===== config.mk =====
export PLATFORM = sky130hd
export DESIGN_NAME = sync_fifo_flat
export DESIGN_NICKNAME = d
export VERILOG_FILES = /design/src/rtl/fifo_pkg.sv /design/src/rtl/sync_fifo_if.sv /design/src/rtl/fifomem_sync.sv /design/src/rtl/sync_fifo.sv /design/src/flat_wrapper.sv
export SDC_FILE = /design/constraint.sdc
export NUM_CORES = 1
export LEC_CHECK = 0
export CORE_ASPECT_RATIO = 1.75
export CORE_MARGIN = 4
export CORE_UTILIZATION = 30
export CTS_CLUSTER_SIZE = 10
export DETAILED_ROUTE_END_ITERATION = 8
export GPL_TIMING_DRIVEN = 0
export PLACE_DENSITY = 0.45
export REMOVE_ABC_BUFFERS = 1
export SLEW_MARGIN = 15
export SYNTH_ARGS = -nofsm -noshare
export SYNTH_HDL_FRONTEND = slang
export SYNTH_SLANG_ARGS = --single-unit

===== constraint.sdc =====
create_clock -name clk -period 6.85 [get_ports clk]
set_input_delay 1.7125 -clock clk [delete_from_list [all_inputs] [get_ports clk]]
set_output_delay 1.7125 -clock clk [all_outputs]
set_load 0.05 [all_outputs]

===== src/rtl/fifo_pkg.sv =====
// Shared defaults and helpers for the synchronous FIFO family.
// Pointer width carries one extra wrap bit above the memory address.
package fifo_pkg;

   localparam int DEF_DATASIZE = 8;
   localparam int DEF_ADDRSIZE = 4;

   function automatic int ptr_width(input int addrsize);
      return addrsize + 1;
   endfunction

endpackage


===== src/rtl/sync_fifo_if.sv =====
// Write/read handshake and status bundle of sync_fifo.
// master drives requests and data, slave (the FIFO) drives status and read data.
interface sync_fifo_if
   import fifo_pkg::*;
#(
   parameter int DATASIZE = DEF_DATASIZE,
   parameter int ADDRSIZE = DEF_ADDRSIZE
);

   logic                winc;
   logic [DATASIZE-1:0] wdata;
   logic                wfull;
   logic                walmost_full;
   logic                rinc;
   logic [DATASIZE-1:0] rdata;
   logic                rvalid;
   logic                rempty;
   logic                ralmost_empty;
   logic [ADDRSIZE:0]   count;
   logic                overflow;
   logic                underflow;

   modport master (
      output winc, wdata, rinc,
      input  wfull, walmost_full, rdata, rvalid, rempty, ralmost_empty,
             count, overflow, underflow
   );

   modport slave (
      input  winc, wdata, rinc,
      output wfull, walmost_full, rdata, rvalid, rempty, ralmost_empty,
             count, overflow, underflow
   );

endinterface


===== src/rtl/fifomem_sync.sv =====
// Single-clock RAM: write port plus registered read port, 1-cycle read latency.
// Array is never reset; only the read data register clears on rst.
module fifomem_sync #(
   parameter int DATASIZE = 8,
   parameter int ADDRSIZE = 4
) (
   input  logic                clk,
   input  logic                rst,
   input  logic                wen,
   input  logic [ADDRSIZE-1:0] waddr,
   input  logic [DATASIZE-1:0] wdata,
   input  logic                ren,
   input  logic [ADDRSIZE-1:0] raddr,
   output logic [DATASIZE-1:0] rdata
);

   localparam int DEPTH = 1 << ADDRSIZE;

   logic [DATASIZE-1:0] mem [DEPTH];

   always_ff @(posedge clk) begin
      if (wen) begin
         mem[waddr] <= wdata;
      end
   end

   always_ff @(posedge clk) begin
      if (rst) begin
         rdata <= '0;
      end else if (ren) begin
         rdata <= mem[raddr];
      end
   end

endmodule


===== src/rtl/sync_fifo.sv =====
// Single-clock FIFO with registered status flags and sticky error bits; reads have 1-cycle latency.
// Writes are refused while full and reads while empty; refused requests only set the sticky flags.
module sync_fifo
   import fifo_pkg::*;
#(
   parameter int DATASIZE      = DEF_DATASIZE,
   parameter int ADDRSIZE      = DEF_ADDRSIZE,
   parameter int AFULL_THRESH  = (1 << ADDRSIZE) - 2,
   parameter int AEMPTY_THRESH = 2
) (
   input  logic       clk,
   input  logic       rst,
   input  logic       clr,
   sync_fifo_if.slave bus
);

   localparam int DEPTH = 1 << ADDRSIZE;
   localparam int PW    = ptr_width(ADDRSIZE);

   if (!(AEMPTY_THRESH >= 1 && AEMPTY_THRESH < AFULL_THRESH && AFULL_THRESH <= DEPTH)) begin : g_bad_thresh
      $error("sync_fifo: thresholds must satisfy 1 <= AEMPTY_THRESH < AFULL_THRESH <= DEPTH");
   end

   logic [PW-1:0] wptr;
   logic [PW-1:0] rptr;
   logic [PW-1:0] cnt;
   logic [PW-1:0] cnt_nxt;
   logic          full;
   logic          empty;
   logic          afull;
   logic          aempty;
   logic          rvalid;
   logic          ovf;
   logic          udf;
   logic          wen;
   logic          ren;

   // Flags gate requests with their current-cycle value; flush or reset overrides both.
   assign wen = bus.winc && !full  && !rst && !clr;
   assign ren = bus.rinc && !empty && !rst && !clr;

   assign cnt_nxt = cnt + {{(PW-1){1'b0}}, wen} - {{(PW-1){1'b0}}, ren};

   always_ff @(posedge clk) begin
      if (rst || clr) begin
         wptr   <= '0;
         rptr   <= '0;
         cnt    <= '0;
         full   <= 1'b0;
         empty  <= 1'b1;
         afull  <= 1'b0;
         aempty <= 1'b1;
         rvalid <= 1'b0;
         ovf    <= 1'b0;
         udf    <= 1'b0;
      end else begin
         if (wen) begin
            wptr <= wptr + 1'b1;
         end
         if (ren) begin
            rptr <= rptr + 1'b1;
         end
         cnt    <= cnt_nxt;
         full   <= (cnt_nxt == PW'(DEPTH));
         empty  <= (cnt_nxt == '0);
         afull  <= (cnt_nxt >= PW'(AFULL_THRESH));
         aempty <= (cnt_nxt <= PW'(AEMPTY_THRESH));
         rvalid <= ren;
         ovf    <= ovf || (bus.winc && full);
         udf    <= udf || (bus.rinc && empty);
      end
   end

   fifomem_sync #(
      .DATASIZE (DATASIZE),
      .ADDRSIZE (ADDRSIZE)
   ) u_mem (
      .clk   (clk),
      .rst   (rst),
      .wen   (wen),
      .waddr (wptr[ADDRSIZE-1:0]),
      .wdata (bus.wdata),
      .ren   (ren),
      .raddr (rptr[ADDRSIZE-1:0]),
      .rdata (bus.rdata)
   );

   assign bus.count         = cnt;
   assign bus.wfull         = full;
   assign bus.rempty        = empty;
   assign bus.walmost_full  = afull;
   assign bus.ralmost_empty = aempty;
   assign bus.rvalid        = rvalid;
   assign bus.overflow      = ovf;
   assign bus.underflow     = udf;

endmodule


===== src/flat_wrapper.sv =====
// flat-port wrapper written by rule: the top's interface ports become plain ports
module sync_fifo_flat import fifo_pkg::*;
#(
   parameter int DATASIZE      = DEF_DATASIZE,
   parameter int ADDRSIZE      = DEF_ADDRSIZE,
   parameter int AFULL_THRESH  = (1 << ADDRSIZE) - 2,
   parameter int AEMPTY_THRESH = 2
)
  (clk, rst, clr, bus_winc, bus_wdata, bus_rinc, bus_wfull, bus_walmost_full, bus_rdata, bus_rvalid, bus_rempty, bus_ralmost_empty, bus_count, bus_overflow, bus_underflow);
  sync_fifo_if #(.DATASIZE(DATASIZE), .ADDRSIZE(ADDRSIZE)) bus_i ();
  input  logic clk;
  input  logic rst;
  input  logic clr;
  input wire logic [$bits(bus_i.winc)-1:0] bus_winc;
  input wire logic [$bits(bus_i.wdata)-1:0] bus_wdata;
  input wire logic [$bits(bus_i.rinc)-1:0] bus_rinc;
  output wire logic [$bits(bus_i.wfull)-1:0] bus_wfull;
  output wire logic [$bits(bus_i.walmost_full)-1:0] bus_walmost_full;
  output wire logic [$bits(bus_i.rdata)-1:0] bus_rdata;
  output wire logic [$bits(bus_i.rvalid)-1:0] bus_rvalid;
  output wire logic [$bits(bus_i.rempty)-1:0] bus_rempty;
  output wire logic [$bits(bus_i.ralmost_empty)-1:0] bus_ralmost_empty;
  output wire logic [$bits(bus_i.count)-1:0] bus_count;
  output wire logic [$bits(bus_i.overflow)-1:0] bus_overflow;
  output wire logic [$bits(bus_i.underflow)-1:0] bus_underflow;
  assign bus_i.winc = bus_winc;
  assign bus_i.wdata = bus_wdata;
  assign bus_i.rinc = bus_rinc;
  assign bus_wfull = bus_i.wfull;
  assign bus_walmost_full = bus_i.walmost_full;
  assign bus_rdata = bus_i.rdata;
  assign bus_rvalid = bus_i.rvalid;
  assign bus_rempty = bus_i.rempty;
  assign bus_ralmost_empty = bus_i.ralmost_empty;
  assign bus_count = bus_i.count;
  assign bus_overflow = bus_i.overflow;
  assign bus_underflow = bus_i.underflow;
  sync_fifo #(.DATASIZE(DATASIZE), .ADDRSIZE(ADDRSIZE), .AFULL_THRESH(AFULL_THRESH), .AEMPTY_THRESH(AEMPTY_THRESH)) u_core (.clk(clk), .rst(rst), .clr(clr), .bus(bus_i));
endmodule

* Yosys cells after proc, flatten, opt, wreduce, memory -nomap -nowiden
Memories as Yosys holds them, arrays and structs flattened. A register that Yosys moved wholly into a read port is not among the register bits. Cells that the tools add are included.
Operators by class: add/sub/neg operators 4, magnitude comparators 2, eq/ne operators 1, multiplexer cells 2, reductions and logical operators 16
Operators with widths (number):
- 5-bit by 1-bit adder with 5-bit output (second input constant) | 2
- 1-bit logical AND | 8
- 5-bit by 1-bit adder with 5-bit output | 1
- 5-bit equality test (second input constant) | 1
- 5-bit by 4-bit greater-or-equal comparator with 1-bit output (second input constant) | 1
- 5-bit by 2-bit less-or-equal comparator with 1-bit output (second input constant) | 1
- 5-bit logical NOT | 1
- 5-bit by 1-bit subtractor with 5-bit output | 1
- 1-bit logical NOT | 4
- 1-bit logical OR | 3
- 1-bit 2-to-1 mux | 2
Storage, ports and cells: register bits after elaboration 22, RAM bits 128, output and inout bits 20, logic and storage cells 36, memories kept 1
Memory list:
- u_core.u_mem.mem | words 16, width 8, rd ports 1, clocked after memory_dff 1, wr ports 1, RTL line fifomem_sync.sv:19 | logic [DATASIZE-1:0] mem [DEPTH];

* Longest topological paths before layout
depth in word-level cells 7, gate-level depth with buffers 9, gate-level depth less buffers 9

* Hierarchy
Synthesis repeated with hierarchy kept, for this count alone.
Unflattened totals: cell total of the unflattened synthesis 417, area, all modules 6338.6 µm²
Modules (own cells, without submodules):
- fifomem_sync | instances 1, cells an instance 316, area each 5343.9 µm², sequential area each 4003.8 µm²
- sync_fifo | instances 1, cells an instance 101, area each 994.7 µm², sequential area each 400.4 µm²

* Worst setup path after synthesis
Ideal clock, no wire load.
kind input to register, start in rst, end reg u_core.full, in the netlist u_core.bus.wfull, library setup time 0.096 ns, arrival 3.675 ns, required time 6.754 ns, path slack 3.079 ns, stages on the path 7, path buffers 0, path through nor4b_1 ha_1 inv_1 ha_1 fa_1 or3_1 nor4b_1
On the way: word-level cells in the longest chain between the ends 6
RTL lines:
- start, declared | RTL line flat_wrapper.sv:12 | input logic rst;
- 1-bit logical NOT * | RTL line sync_fifo.sv:39, sync_fifo.sv:40
- 1-bit logical AND (2 in series) | RTL line sync_fifo.sv:39 | assign wen = bus.winc && !full && !rst && !clr;
- 5-bit by 1-bit adder with 5-bit output | RTL line sync_fifo.sv:42 | assign cnt_nxt = cnt + {{(PW-1){1'b0}}, wen} - {{(PW-1){1'b0}}, ren};
- 5-bit by 1-bit subtractor with 5-bit output * | RTL line sync_fifo.sv:42
- named net u_core.cnt_nxt[1] | RTL line sync_fifo.sv:27 | logic [PW-1:0] cnt_nxt;
- 5-bit equality test * | RTL line sync_fifo.sv:64 | full <= (cnt_nxt == PW'(DEPTH));
- end signal, assigned | RTL line sync_fifo.sv:64
- end, declared | RTL line sync_fifo.sv:28 | logic full;
Mark *: on every way through the listed nets, which the timed path passes. The rest lies on a longest branch. A chain may end at the register's enable or synchronous reset.

* Worst setup path in the final report
start in rst, end reg u_core.empty, in the netlist u_core.bus.rempty
RTL lines:
- 1-bit logical NOT | RTL line sync_fifo.sv:40 | assign ren = bus.rinc && !empty && !rst && !clr;
- 1-bit logical AND (2 in series) | RTL line sync_fifo.sv:40
- named net u_core.ren | RTL line sync_fifo.sv:36 | logic ren;
- 5-bit by 1-bit subtractor with 5-bit output | RTL line sync_fifo.sv:42
- 5-bit logical NOT | RTL line sync_fifo.sv:65 | empty <= (cnt_nxt == '0);
- end signal, assigned | RTL line sync_fifo.sv:65
- end, declared | RTL line sync_fifo.sv:29 | logic empty;
The timed path passes the listed nets, and every way through them passes these cells.

==> results_dict.tcl <==
set metrics [dict create \
    finClkSkew_ns 0.0123 \
    detail_route.wl_per_cell_um 21.2 \
    cp_max_fo 6 \
    drt_wl_total_mm 14.0 \
    core_area_um2 20300 \
    ys_top_cells_by_area "edfxtp_1 62%, dfxtp_1 9.1%, mux2_2 6.4%, mux4_2 4.8%, ha_1 2.0%" \
    worst-endpoint-arrival_ns 4.81 \
    synth_top_family_by_area "multiplexers" \
    initialDrtViolationCount 163 \
    synth_common_cells "128 x edfxtp_1, 35 x mux2_2, 28 x dfxtp_1, 22 x nor2_1, 14 x o22ai_1" \
    antenna_cells 0 \
    drtAntennaViolNets 0 \
    final_util_pct 36.7 \
    fin_crit_sh_pct 65.6 \
    cts_setup_buffers 0 \
    critPathKind "in -> reg" \
    synth-compound-area-share_pct 4.12 \
    yosys_warnings 0 \
    numCtsBuffers 17 \
    dp_hpwl_mm 9.38 \
    grt_pass1_wl_mm 21.3 \
    power_leakage_nw 2.38 \
    die-width_um 116 \
    synthXorXnorAreaFrac_pct 1.42 \
    p_per_area_nw_per_um2 283 \
    switching_power_mw 0.422 \
    synth_cell_types 37 \
    clockRootBuffer "clkbuf_16" \
    yosys.area_share.simple_pct 5.34 \
    netlist.area_leader.share_pct 62.4 \
    port_buffers 32 \
    clk_transition_reported_paths_ns 0.07 \
    yosysSeqAreaShare_pct 71.5 \
    p_int_mw 1.69 \
    drive_gt1_share_pct 22.9 \
    fin_crit_ns 4.50 \
    antenna_found_initial 0 \
    synth_edf_count 128 \
    hold_buffers 0 \
    areaGrowthSynthToFinish_pct 21.0 \
    use_met3_pct 2.91 \
    combPwrFrac_pct 3.2 \
    synth-adder-area-share_pct 2.36 \
    die_area_um2 23000 \
    seq_area_um2 4410 \
    switching_share_pct 20.0 \
    cts_buffer_depth 2 \
    grt_max_degree 41 \
    synthArstFlopShare_pct 0 \
    fin_cells 659 \
    start_util_pct 30.4 \
    dpl.cell_count 627 \
    synth.avg_cell_area_um2 17.3 \
    multi_input_area_um2 1670 \
    rsz0062_at_grt "false" \
    fin_area_um2 7450 \
    grt_pass1_vias 3459 \
    nets 422 \
    ir_drop_mv 0.154 \
    row_count 69 \
    crit_start "rst" \
    clkSinkCount 156 \
    ys_ff_latch 156 \
    pwr-share-clk_pct 47.8 \
    syn-cell-area_um2 6160 \
    rr_worst_depth 9 \
    fillers 1827 \
    cts_resized 0 \
    die_y_um 198 \
    max_freq_mhz 222 \
    placed_cell_area_um2 6810 \
    cp-end-kind "flip-flop" \
    num_vias 3176 \
    synthMuxAreaShare_pct 13.5 \
    yosysMostFrequentCell "edfxtp_1" \
    globalRouteTotalUtil_pct 13.0 \
    tns_ns 0 \
    grt-ovfl-total 0 \
    htreeDepth 4 \
    globalRouteMet2Util_pct 23.7 \
    drv_slew 0 \
    setup_viol 0 \
    tritoncts "yes" \
    worstMarginPinSlew_ns 1.10 \
    worst_slew_margin_rel_pct 26.6 \
    synth_area_leader_cell "edfxtp_1" \
    required_ns 7.17 \
    rr_startpoint "u_core.bus.rempty" \
    critical_path.endpoint "u_core.bus.rempty" \
    grtUsageMet1_pct 13.8 \
    reg2reg_slack_ns 3.92 \
    via_per_inst 4.82 \
    drv_cap 0 \
    finalWeightedCongestion 0.721 \
    run_status "finished clean" \
    syn_inst 357 \
    synth-main-ff-cell "edfxtp_1" \
    crit_path_start_kind "input pin" \
    drt_first_pass_iters 4 \
    final-hold-violation-count 0 \
    ios 33 \
    grt.busiest_layer "met2" \
    r2r_end "u_core.bus.rempty" \
    total_power_mw 2.11 \
    seqPwrFrac_pct 48.9 \
    clock_latency_ns 0.42 \
    drc_errors 0 \
    hold_class "reg -> reg" \
]
-- cell type report --
type / count / share of cell area, %
flip-flops and latches: 156 / 59.1
well taps: 248 / 4.16
clock inverters: 12 / 2.52
repair buffers: 37 / 5.17
clock buffers: 20 / 6.13
inverters: 9 / 0.453
multi-input cells: 177 / 22.4
-- flip-flops by register name, summed over array words and instances (netlist names) --
register and flops:
u_core.rptr 4, u_core.wptr 4, u_core.bus.ralmost_empty 1, u_core.bus.wfull 1, u_core.bus.count 5, u_core.bus.overflow 1, u_core.u_mem.rdata 8, u_core.bus.walmost_full 1
u_core.bus.rempty 1, u_core.bus.rvalid 1, u_core.u_mem.mem 128, u_core.bus.underflow 1
-- logic make-up after synthesis --
family / Yosys count
AOI/OAI and AO/OA: 35
xor gates and xnor gates: 10
adders and majority gates: 11
buffers and inverters: 24
DFF: 156
muxes: 56
and+or+nand+nor: 65
-- metal layers --
metal,vias to the layer above,routed length [um]
met3,21,331
met5,-,0
met4,0,391
li1,1479,-
met1,1617,5340
met2,59,7910
-- metrics by stage --
| step | worst slack (ns) | hold slack (ns) |
|---|---|---|
| 6_report | 2.35 | 0.473 |
| 5_1_grt | 2.20 | 0.513 |
| 4_1_cts | 2.31 | 0.482 |
| 3_5_place_dp | 1.86 | 0.462 |
| 3_3_place_gp | 1.84 | 0.461 |
| 2_1_floorplan | 3.08 | 0.501 |
-- critical path, stage by stage --
cell	delay, ns
clkdlybuf4s50_1	0.54
nor4b_1	0.76
ha_1	0.22
inv_1	0.04
ha_1	0.22
fa_1	0.41
a21o_1	0.17
a21oi_1	0.23
xnor2_1	0.20
o31ai_1	0.32
-- cell usage in the layout, fill, tap and decap left out, drive strengths merged, types with 2 or more instances in the layout --
cell	netlist	layout
nor4b	4	4
xnor2	5	5
nor2	22	22
nand4	2	2
nand2	10	10
clkinvlp	0	2
a221o	7	7
clkdlybuf4s50	0	32
o31ai	3	3
nand2b	4	4
mux2	35	35
buf	8	5
xor2	5	5
clkbuf	7	20
nor2b	2	2
edfxtp	128	128
and2	5	5
bufinv	0	4
mux2i	4	4
a21oi	5	5
or2	2	2
inv	9	10
clkinv	0	5
dfxtp	28	28
nor3	11	11
o22ai	14	14
mux4	17	17
a21o	3	3
ha	10	10
-- worst min path at each step --
stage | cells past startpoint | to | startpoint | slack [ns]
CTS | 2 | u_core.bus.overflow | u_core.bus.overflow | 0.48
finish | 2 | u_core.bus.overflow | u_core.bus.overflow | 0.47
floorplan | 2 | u_core.rptr[3] | u_core.rptr[3] | 0.50
global route | 2 | u_core.bus.overflow | u_core.bus.overflow | 0.51
detailed placement | 2 | u_core.bus.overflow | u_core.bus.overflow | 0.46
global placement | 2 | u_core.bus.overflow | u_core.bus.overflow | 0.46
-- power by group through the flow --
stage	clock, mW	sequential (mW)	combinational (mW)
2_1_floorplan	0	1.07	0.0220
3_3_place_gp	0	1.06	0.0647
3_5_place_dp	0	1.05	0.0691
4_1_cts	1.03	1.03	0.0695
5_1_grt	1.07	1.03	0.0742
6_report	1.01	1.03	0.0684
Power figures use the tool's default switching activity.
